===== src/rtl/clk_divider_prog_pkg.sv =====
// clk_div_pkg: shared constants and ratio helpers for clk_divider_prog
package clk_div_pkg;
  localparam int unsigned MIN_DIV = 2;
  localparam int CNT_W_DEF = 8;
  localparam int DEFAULT_DIV_DEF = 6;
  function automatic int unsigned clamp_div(int unsigned value);
    return value < MIN_DIV ? MIN_DIV : value;
  endfunction
  function automatic int unsigned half_div(int unsigned n);
    return n >> 1;
  endfunction
endpackage


===== src/rtl/clk_divider_prog_if.sv =====
// clk_divider_prog_if: control/status bus of clk_divider_prog; master drives en/div_load/div_in, slave returns clk_out/tick/div_active/div_pending
interface clk_divider_prog_if import clk_div_pkg::*; #(parameter int CNT_W = CNT_W_DEF);
  logic en;
  logic div_load;
  logic [CNT_W-1:0] div_in;
  logic clk_out;
  logic tick;
  logic [CNT_W-1:0] div_active;
  logic div_pending;
  modport master(output en, div_load, div_in, input clk_out, tick, div_active, div_pending);
  modport slave(input en, div_load, div_in, output clk_out, tick, div_active, div_pending);
endinterface


===== src/rtl/clk_divider_prog_duty_ext.sv =====
// clk_div_duty_ext: negedge stretch for 50% odd-ratio duty; ports clk, reset, i_clk_pos (posedge clk_out), i_odd (ratio is odd), o_clk_out
module clk_div_duty_ext (
  input  logic clk,
  input  logic reset,
  input  logic i_clk_pos,
  input  logic i_odd,
  output logic o_clk_out
);
  logic r_neg;
  always_ff @(negedge clk) r_neg <= reset ? 1'b0 : i_clk_pos;
  assign o_clk_out = i_odd ? (i_clk_pos | r_neg) : i_clk_pos;
endmodule


===== src/rtl/clk_divider_prog.sv =====
// clk_divider_prog: runtime-programmable divider; ports clk, reset, bus (slave: en, div_load, div_in -> clk_out, tick, div_active, div_pending); define CLK_DIV_ODD_DUTY50_EN for 50% duty at odd ratios
module clk_divider_prog import clk_div_pkg::*; #(
  parameter int CNT_W = CNT_W_DEF,
  parameter int DEFAULT_DIV = DEFAULT_DIV_DEF
) (
  input logic clk,
  input logic reset,
  clk_divider_prog_if.slave bus
);
  logic [CNT_W-1:0] r_cnt, r_div, r_pend;
  logic r_pending, r_clk, r_tick;
  logic w_bnd, w_clk_nxt, w_clk_out;
  logic [CNT_W-1:0] w_cnt_nxt, w_div_nxt, w_pend_in;
  always_comb begin
    w_bnd = bus.en && (r_cnt == r_div - CNT_W'(1));
    w_cnt_nxt = w_bnd ? '0 : r_cnt + CNT_W'(1);
    w_div_nxt = (w_bnd && r_pending) ? r_pend : r_div;
    w_clk_nxt = 32'(w_cnt_nxt) < half_div(32'(w_div_nxt));
    w_pend_in = CNT_W'(clamp_div(32'(bus.div_in)));
  end
  always_ff @(posedge clk) begin
    if (reset) begin
      r_cnt <= CNT_W'(DEFAULT_DIV - 1);
      r_div <= CNT_W'(DEFAULT_DIV);
      r_pend <= '0;
      r_pending <= 1'b0;
      r_clk <= 1'b0;
      r_tick <= 1'b0;
    end else begin
      r_tick <= w_bnd;
      if (bus.en) begin
        r_cnt <= w_cnt_nxt;
        r_div <= w_div_nxt;
        r_clk <= w_clk_nxt;
      end
      if (bus.div_load) begin
        r_pend <= w_pend_in;
        r_pending <= 1'b1;
      end else if (w_bnd) r_pending <= 1'b0;
    end
  end
`ifdef CLK_DIV_ODD_DUTY50_EN
  clk_div_duty_ext u_duty (
    .clk(clk),
    .reset(reset),
    .i_clk_pos(r_clk),
    .i_odd(r_div[0]),
    .o_clk_out(w_clk_out)
  );
`else
  assign w_clk_out = r_clk;
`endif
  assign bus.clk_out = w_clk_out;
  assign bus.tick = r_tick;
  assign bus.div_active = r_div;
  assign bus.div_pending = r_pending;
endmodule


===== src/flat_wrapper.sv =====
// flat-port wrapper written by rule: the top's interface ports become plain ports
module clk_divider_prog_flat import clk_div_pkg::*;
#(
  parameter int CNT_W = CNT_W_DEF,
  parameter int DEFAULT_DIV = DEFAULT_DIV_DEF
)
  (clk, reset, bus_en, bus_div_load, bus_div_in, bus_clk_out, bus_tick, bus_div_active, bus_div_pending);
  clk_divider_prog_if #(.CNT_W(CNT_W)) bus_i ();
  input logic clk;
  input logic reset;
  input wire logic [$bits(bus_i.en)-1:0] bus_en;
  input wire logic [$bits(bus_i.div_load)-1:0] bus_div_load;
  input wire logic [$bits(bus_i.div_in)-1:0] bus_div_in;
  output wire logic [$bits(bus_i.clk_out)-1:0] bus_clk_out;
  output wire logic [$bits(bus_i.tick)-1:0] bus_tick;
  output wire logic [$bits(bus_i.div_active)-1:0] bus_div_active;
  output wire logic [$bits(bus_i.div_pending)-1:0] bus_div_pending;
  assign bus_i.en = bus_en;
  assign bus_i.div_load = bus_div_load;
  assign bus_i.div_in = bus_div_in;
  assign bus_clk_out = bus_i.clk_out;
  assign bus_tick = bus_i.tick;
  assign bus_div_active = bus_i.div_active;
  assign bus_div_pending = bus_i.div_pending;
  clk_divider_prog #(.CNT_W(CNT_W), .DEFAULT_DIV(DEFAULT_DIV)) u_core (.clk(clk), .reset(reset), .bus(bus_i));
endmodule

===== config.mk =====
export PLATFORM = sky130hd
export DESIGN_NAME = clk_divider_prog_flat
export DESIGN_NICKNAME = d
export VERILOG_FILES = /design/src/rtl/clk_divider_prog_pkg.sv /design/src/rtl/clk_divider_prog_if.sv /design/src/rtl/clk_divider_prog_duty_ext.sv /design/src/rtl/clk_divider_prog.sv /design/src/flat_wrapper.sv
export SDC_FILE = /design/constraint.sdc
export NUM_CORES = 1
export LEC_CHECK = 0
export ABC_AREA = 0
export CORE_MARGIN = 2
export CORE_UTILIZATION = 54
export CTS_CLUSTER_DIAMETER = 100
export DETAILED_ROUTE_END_ITERATION = 16
export PLACE_DENSITY = 0.79
export SLEW_MARGIN = 20
export SYNTH_ARGS = -nofsm -noshare
export SYNTH_HDL_FRONTEND = slang
export SYNTH_HIERARCHICAL = 1
export SYNTH_SLANG_ARGS = --single-unit

===== constraint.sdc =====
create_clock -name clk -period 3.5 [get_ports clk]
set_input_delay 0.7 -clock clk [delete_from_list [all_inputs] [get_ports clk]]
set_output_delay 0.7 -clock clk [all_outputs]
set_load 0.05 [all_outputs]

**Word level (Yosys, flattened, before mapping)**

Cells that the tools add are included.
W data, S select, Z words.

- Add/sub/neg operators: 2
- Order comparisons: 2
- Eq/ne operators: 1
- Muxes and demuxes: 5
- Reductions and logical operators: 4

Operator list:

| operator | number |
|---|---|
| $mux W8 | 3 |
| $add A8 B1 Y8 const B | 1 |
| $eq A8 B8 Y1 | 1 |
| $lt A8 B2 Y1 const B | 1 |
| $lt A8 B7 Y1 | 1 |
| $sub A8 B1 Y8 const B | 1 |
| $logic_and A1 B1 Y1 | 2 |
| $mux W1 | 2 |
| $reduce_and A2 Y1 | 1 |
| $reduce_bool A2 Y1 | 1 |

- Flip-flop bits (word level): 27
- Input bits: 12
- Output and inout port bits: 11
- Word-level logic and storage cells: 21

**Longest topological paths before layout**

Gate-level depths: netlist of the first run.

- Depth after elaboration: 6
- Gate-level depth with buffers: 15
- Mapped depth without buffers: 13

**Worst setup path before layout of the first run**

No wires, ideal clock.

- Kind: flip-flop to flip-flop
- From: reg u_core.r_div[0], in the netlist u_core/bus.div_active[0]
- To: reg u_core.r_clk, in the netlist u_core/bus.clk_out
- Setup time: 0.079 ns
- Data arrival time: 3.476 ns
- Required time: 3.421 ns
- Slack: -0.055 ns
- Stages on the path, launching flop included: 16
- Buffers on the path: 2
- Clock period less this slack: 3.555 ns
- Cells stage by stage: dfxtp_1 > clkbuf_1 > inv_1 > ha_1 > o21bai_1 > a211o_1 > a21oi_1 > o211ai_4 > buf_2 > a21boi_1 > ha_1 > a21o_1 > a21o_1 > a41oi_1 > mux2i_1 > a22oi_1

- Elaborated cells on any way between the ends: 7
- Those cells by class: add/sub (1); order compare (1); eq/ne (1); mux (2); reduce/logical (2)

RTL lines:

| element | RTL line | text |
|---|---|---|
| start, declared | clk_divider_prog.sv:10 | `logic [CNT_W-1:0] r_cnt, r_div, r_pend;` |
| start signal, assigned | clk_divider_prog.sv:24 | `r_div <= CNT_W'(DEFAULT_DIV);` |
| start signal, assigned | clk_divider_prog.sv:33 | `r_div <= w_div_nxt;` |
| $sub A8 B1 Y8 | clk_divider_prog.sv:15 | `w_bnd = bus.en && (r_cnt == r_div - CNT_W'(1));` |
| $eq A8 B8 Y1 | clk_divider_prog.sv:15 |  |
| $logic_and A1 B1 Y1 | clk_divider_prog.sv:15 |  |
| $mux W8 | clk_divider_prog.sv:16 | `w_cnt_nxt = w_bnd ? '0 : r_cnt + CNT_W'(1);` |
| named net u_core.w_cnt_nxt[2] | clk_divider_prog.sv:13 | `logic [CNT_W-1:0] w_cnt_nxt, w_div_nxt, w_pend_in;` |
| $lt A8 B7 Y1 | clk_divider_prog.sv:18 | `w_clk_nxt = 32'(w_cnt_nxt) < half_div(32'(w_div_nxt));` |
| end signal, assigned | clk_divider_prog.sv:34 | `r_clk <= w_clk_nxt;` |
| end, declared | clk_divider_prog.sv:11 | `logic r_pending, r_clk, r_tick;` |

The timed path passes the listed nets, and every way through them passes these cells.
A chain may end at the register's enable or synchronous reset.

**Worst setup path in the final report of the first run**

- From: reg u_core.r_div[2], in the netlist u_core/bus.div_active[2]
- To: reg u_core.r_clk, in the netlist u_core/bus.clk_out

Same word-level chain as after synthesis.

==> impl_metrics.sql, run 1 <==
INSERT INTO impl_metrics (metric_group, metric, value, unit) VALUES
('sta', 'finClkSkew', '3.782', 'ps'),
('hold_path', 'min_from', 'u_core/r_pend[4]', ''),
('routing', 'drt_drc_violations_left', '0', ''),
('logic_synthesis', 'synth.yosys.warnings', '6', ''),
('sta', 'layout_min_cycle_time', '3310', 'ps'),
('setup_path', 'register_to_register_path_depth', '12', ''),
('clock_tree', 'later_pin_clock_latency_in_the_skew_report', '330', 'ps'),
('setup_path', 'crit_type', 'flop to flop', ''),
('cells_and_area', 'area_growth', '17.04', '%'),
('routing', 'detailroute.via_count', '1500', ''),
('clock_tree', 'post-cts-setup-buffer-count', '0', ''),
('logic_synthesis', 'synth_nets', '210', ''),
('clock_tree', 'cts_buffer_depth', '2', ''),
('clock_tree', 'clock_tree_from_tritoncts', 'yes', ''),
('logic_synthesis', 'synthesis.area', '1674', 'µm²'),
('setup_path', 'cp_data_arrival_time', '3580', 'ps'),
('power_and_ir_drop', 'vdd_drop_max', '0.0002148', 'V'),
('sta', 'hold_viol_final', '0', ''),
('floorplan', 'die-area', '3562', 'µm²'),
('setup_path', 'crit_path_end_kind', 'flop', ''),
('logic_synthesis', 'synth_top_area_cell', 'dfxtp_1', ''),
('power_and_ir_drop', 'total_power_draw', '0.7357', 'mW'),
('logic_synthesis', 'async_flop_share', '0', '%'),
('routing', 'count_of_routing_violations_after_the_opening_detailed_route_iteration', '152', ''),
('logic_synthesis', 'ys_dominant_reg_cell', 'dfxtp_1', ''),
('routing', 'via_per_inst', '6.173', ''),
('routing', 'wirelength', '4085', 'µm'),
('setup_path', 'timing.critical_path.from_type', 'flop', ''),
('clock_tree', 'ctsHtreeMaxLevel', '1', ''),
('logic_synthesis', 'synth-seq-cells', '27', ''),
('sta', 'max_slew.worst_pin.slew', '493.1', 'ps'),
('run_status', 'status', 'complete, no violations', ''),
('cells_and_area', 'finalNetCount', '231', ''),
('routing', 'number_of_iterations_in_the_first_detailed_routing_pass', '4', ''),
('global_route', 'grt_pass1_wl', '6686', 'µm'),
('logic_synthesis', 'synthTopCellsByCount', '27 x dfxtp_1, 18 x nor2_1, 16 x mux2i_1', ''),
('place', 'portBuffers', '22', ''),
('setup_path', 'reg2reg_slack', '190', 'ps'),
('routing', 'post_drt_wl_per_cell', '16.81', 'µm'),
('global_route', 'grt_pass1_vias', '1388', ''),
('routing', 'ant_nets', '0', ''),
('floorplan', 'initial_core_util', '55.75', '%'),
('setup_path', 'crit_buf_inv', '1', ''),
('global_route', 'grt_start_max_net_pins', '17', ''),
('clock_tree', 'cts.hold.buffers_added', '0', ''),
('global_route', 'antenna_found_initial', '0', ''),
('place', 'place.gp.congestion', '0.9171', ''),
('sta', 'timing.final.setup_violations', '0', ''),
('sta', 'max_freq', '0.3021', 'GHz'),
('logic_synthesis', 'netlist-cell-type-count', '46', ''),
('sta', 'setup_total_negative_slack', '0', 'ps'),
('sta', 'relSlewSlack', '66.70', '%'),
('setup_path', 'timing.critical_path.max_delay_family', 'compound AO/OA/AOI/OAI gates', ''),
('setup_path', 'critical_path.reg2reg.startpoint', 'u_core/bus.div_active[2]', ''),
('sta', 'final_min_period_over_clock_period', '94.58', '%'),
('global_route', 'grt.overflow.total', '0', ''),
('sta', 'final_count_of_pins_violating_max_slew', '0', ''),
('logic_synthesis', 'synth.area.top_cells', 'dfxtp_1 32%, mux2i_1 9.6%, ha_1 6.0%', ''),
('cells_and_area', 'antenna_cells_inserted', '0', ''),
('floorplan', 'chipWidth', '59.68', 'µm'),
('floorplan', 'rows', '20', ''),
('logic_synthesis', 'post-synth-top-count-cell', 'dfxtp_1', ''),
('global_route', 'overall_track_demand_over_capacity_in_global_routing', '24.93', '%'),
('hold_path', 'hold_path_end', 'u_core/r_pend[4]', ''),
('floorplan', 'die_height', '59.68', 'µm'),
('floorplan', 'core-area', '3003', 'µm²'),
('setup_path', 'cp_max_fo', '11', ''),
('setup_path', 'timing.critical_path.mode_cell', 'a21o_1', ''),
('setup_path', 'worst_ep_required_time', '3770', 'ps'),
('cells_and_area', 'layout.filler_cells', '260', ''),
('logic_synthesis', 'synth_top_cell_area_share', '32.29', '%');
## kinds of logic after synthesis
| family | share of synthesized area, % |
|---|---|
| fa+ha+maj | 5.979 |
| buf+inv | 5.755 |
| simple gates | 19.21 |
| mux | 9.566 |
| flops | 32.29 |
| compound gates | 20.40 |
| xor+xnor | 6.801 |
## metrics by stage
| stage | cell area, µm² | hold WS (ps) | instances | util, % | setup slack (ps) |
|---|---|---|---|---|---|
| after global routing | 1959 | 559.7 | 243 | 65.25 | 46.19 |
| after floorplan | 1677 | 459.6 | 190 | - | 100.5 |
| final | 1959 | 536.7 | 243 | 65.25 | 189.8 |
| after detailed placement | 1921 | 508.6 | 239 | 63.96 | 63.76 |
| after CTS | 1951 | 544.1 | 243 | 64.96 | 150.5 |
| after global placement | 1921 | 487.5 | 239 | 63.96 | 177.2 |
## worst max-delay path by stage
stage	startpoint	depth (start not counted)	to	slack, ps
2_1_floorplan	u_core/bus.div_active[0]	15	u_core/bus.clk_out	100
3_3_place_gp	bus_en	11	u_core/bus.clk_out	180
3_5_place_dp	bus_en	11	u_core/bus.clk_out	60
4_1_cts	u_core/bus.div_active[0]	13	u_core/bus.clk_out	150
5_1_grt	u_core/bus.div_active[2]	11	u_core/bus.clk_out	50
6_report	u_core/bus.div_active[2]	12	u_core/bus.clk_out	190
## timing repair
action,4_1_cts,5_1_grt
setup endpoints to repair,0,1
gates resized for setup,0,1
hold endpoints to repair,0,0
## metal layers
| metal | global-route usage (%) | up-vias | part of all wire (%) | wire length [µm] |
|---|---|---|---|---|
| met5 | 0 | - | 0 | 0 |
| met3 | 4.113 | 4 | 6.1 | 250 |
| met4 | 6.984 | 0 | 0.71 | 29 |
| li1 | - | 718 | - | - |
| met2 | 39.75 | 56 | 48 | 1960 |
| met1 | 34.77 | 722 | 45 | 1845 |
## state kept, by name, indices dropped and copies added, names as in the netlist
signal / count
u_core/bus.div_active: 8
u_core/r_cnt: 8
u_core/bus.clk_out: 1
u_core/bus.div_pending: 1
u_core/bus.tick: 1
u_core/r_pend: 8
## cells in the final DEF (no fill, tap or decap), types with 4 or more instances in the layout
cell / instances
a21o_1: 4
a21oi_1: 10
and2_1: 7
buf_4: 4
clkdlybuf4s50_1: 22
dfxtp_1: 25
ha_1: 8
inv_1: 13
mux2i_1: 16
nand2_1: 11
nand3_1: 10
nor2_1: 18
or3_1: 4
xnor2_1: 7
xor2_1: 6
## power breakdown
group | total (mW) | switching, mW | internal (mW)
Sequential | 0.350 | 0.0233 | 0.326
Combinational | 0.242 | 0.136 | 0.106
Clock | 0.144 | 0.100 | 0.0438
## worst min-delay path, cell delays in order (launching register included)
cell and delay [ps]:
dfxtp_1 370, mux2i_1 70, nor2_1 80
## layout make-up
class | instances | area [µm²] | area share [%]
timing repair buffer | 26 | 250.2 | 12.77
multi-input combinational | 140 | 1046 | 53.38
tap | 33 | 41.29 | 2.107
clock inverter | 1 | 7.507 | 0.3831
clock buffer | 3 | 22.52 | 1.149
sequential | 27 | 543.0 | 27.71
inverter | 13 | 48.80 | 2.490
Note: power is estimated with default switching activity, not from simulation.
==> inputs of run 2 (changes only) <==
--- a/config.mk
+++ b/config.mk
@@ -11,6 +11,7 @@
 export CTS_CLUSTER_DIAMETER = 100
 export DETAILED_ROUTE_END_ITERATION = 16
 export PLACE_DENSITY = 0.79
+export SKIP_CTS_REPAIR_TIMING = 1
 export SLEW_MARGIN = 20
 export SYNTH_ARGS = -nofsm -noshare
 export SYNTH_HDL_FRONTEND = slang
==> results of run 2 <==
No change in the layout: final DEF, timing and power equal those of run 1.
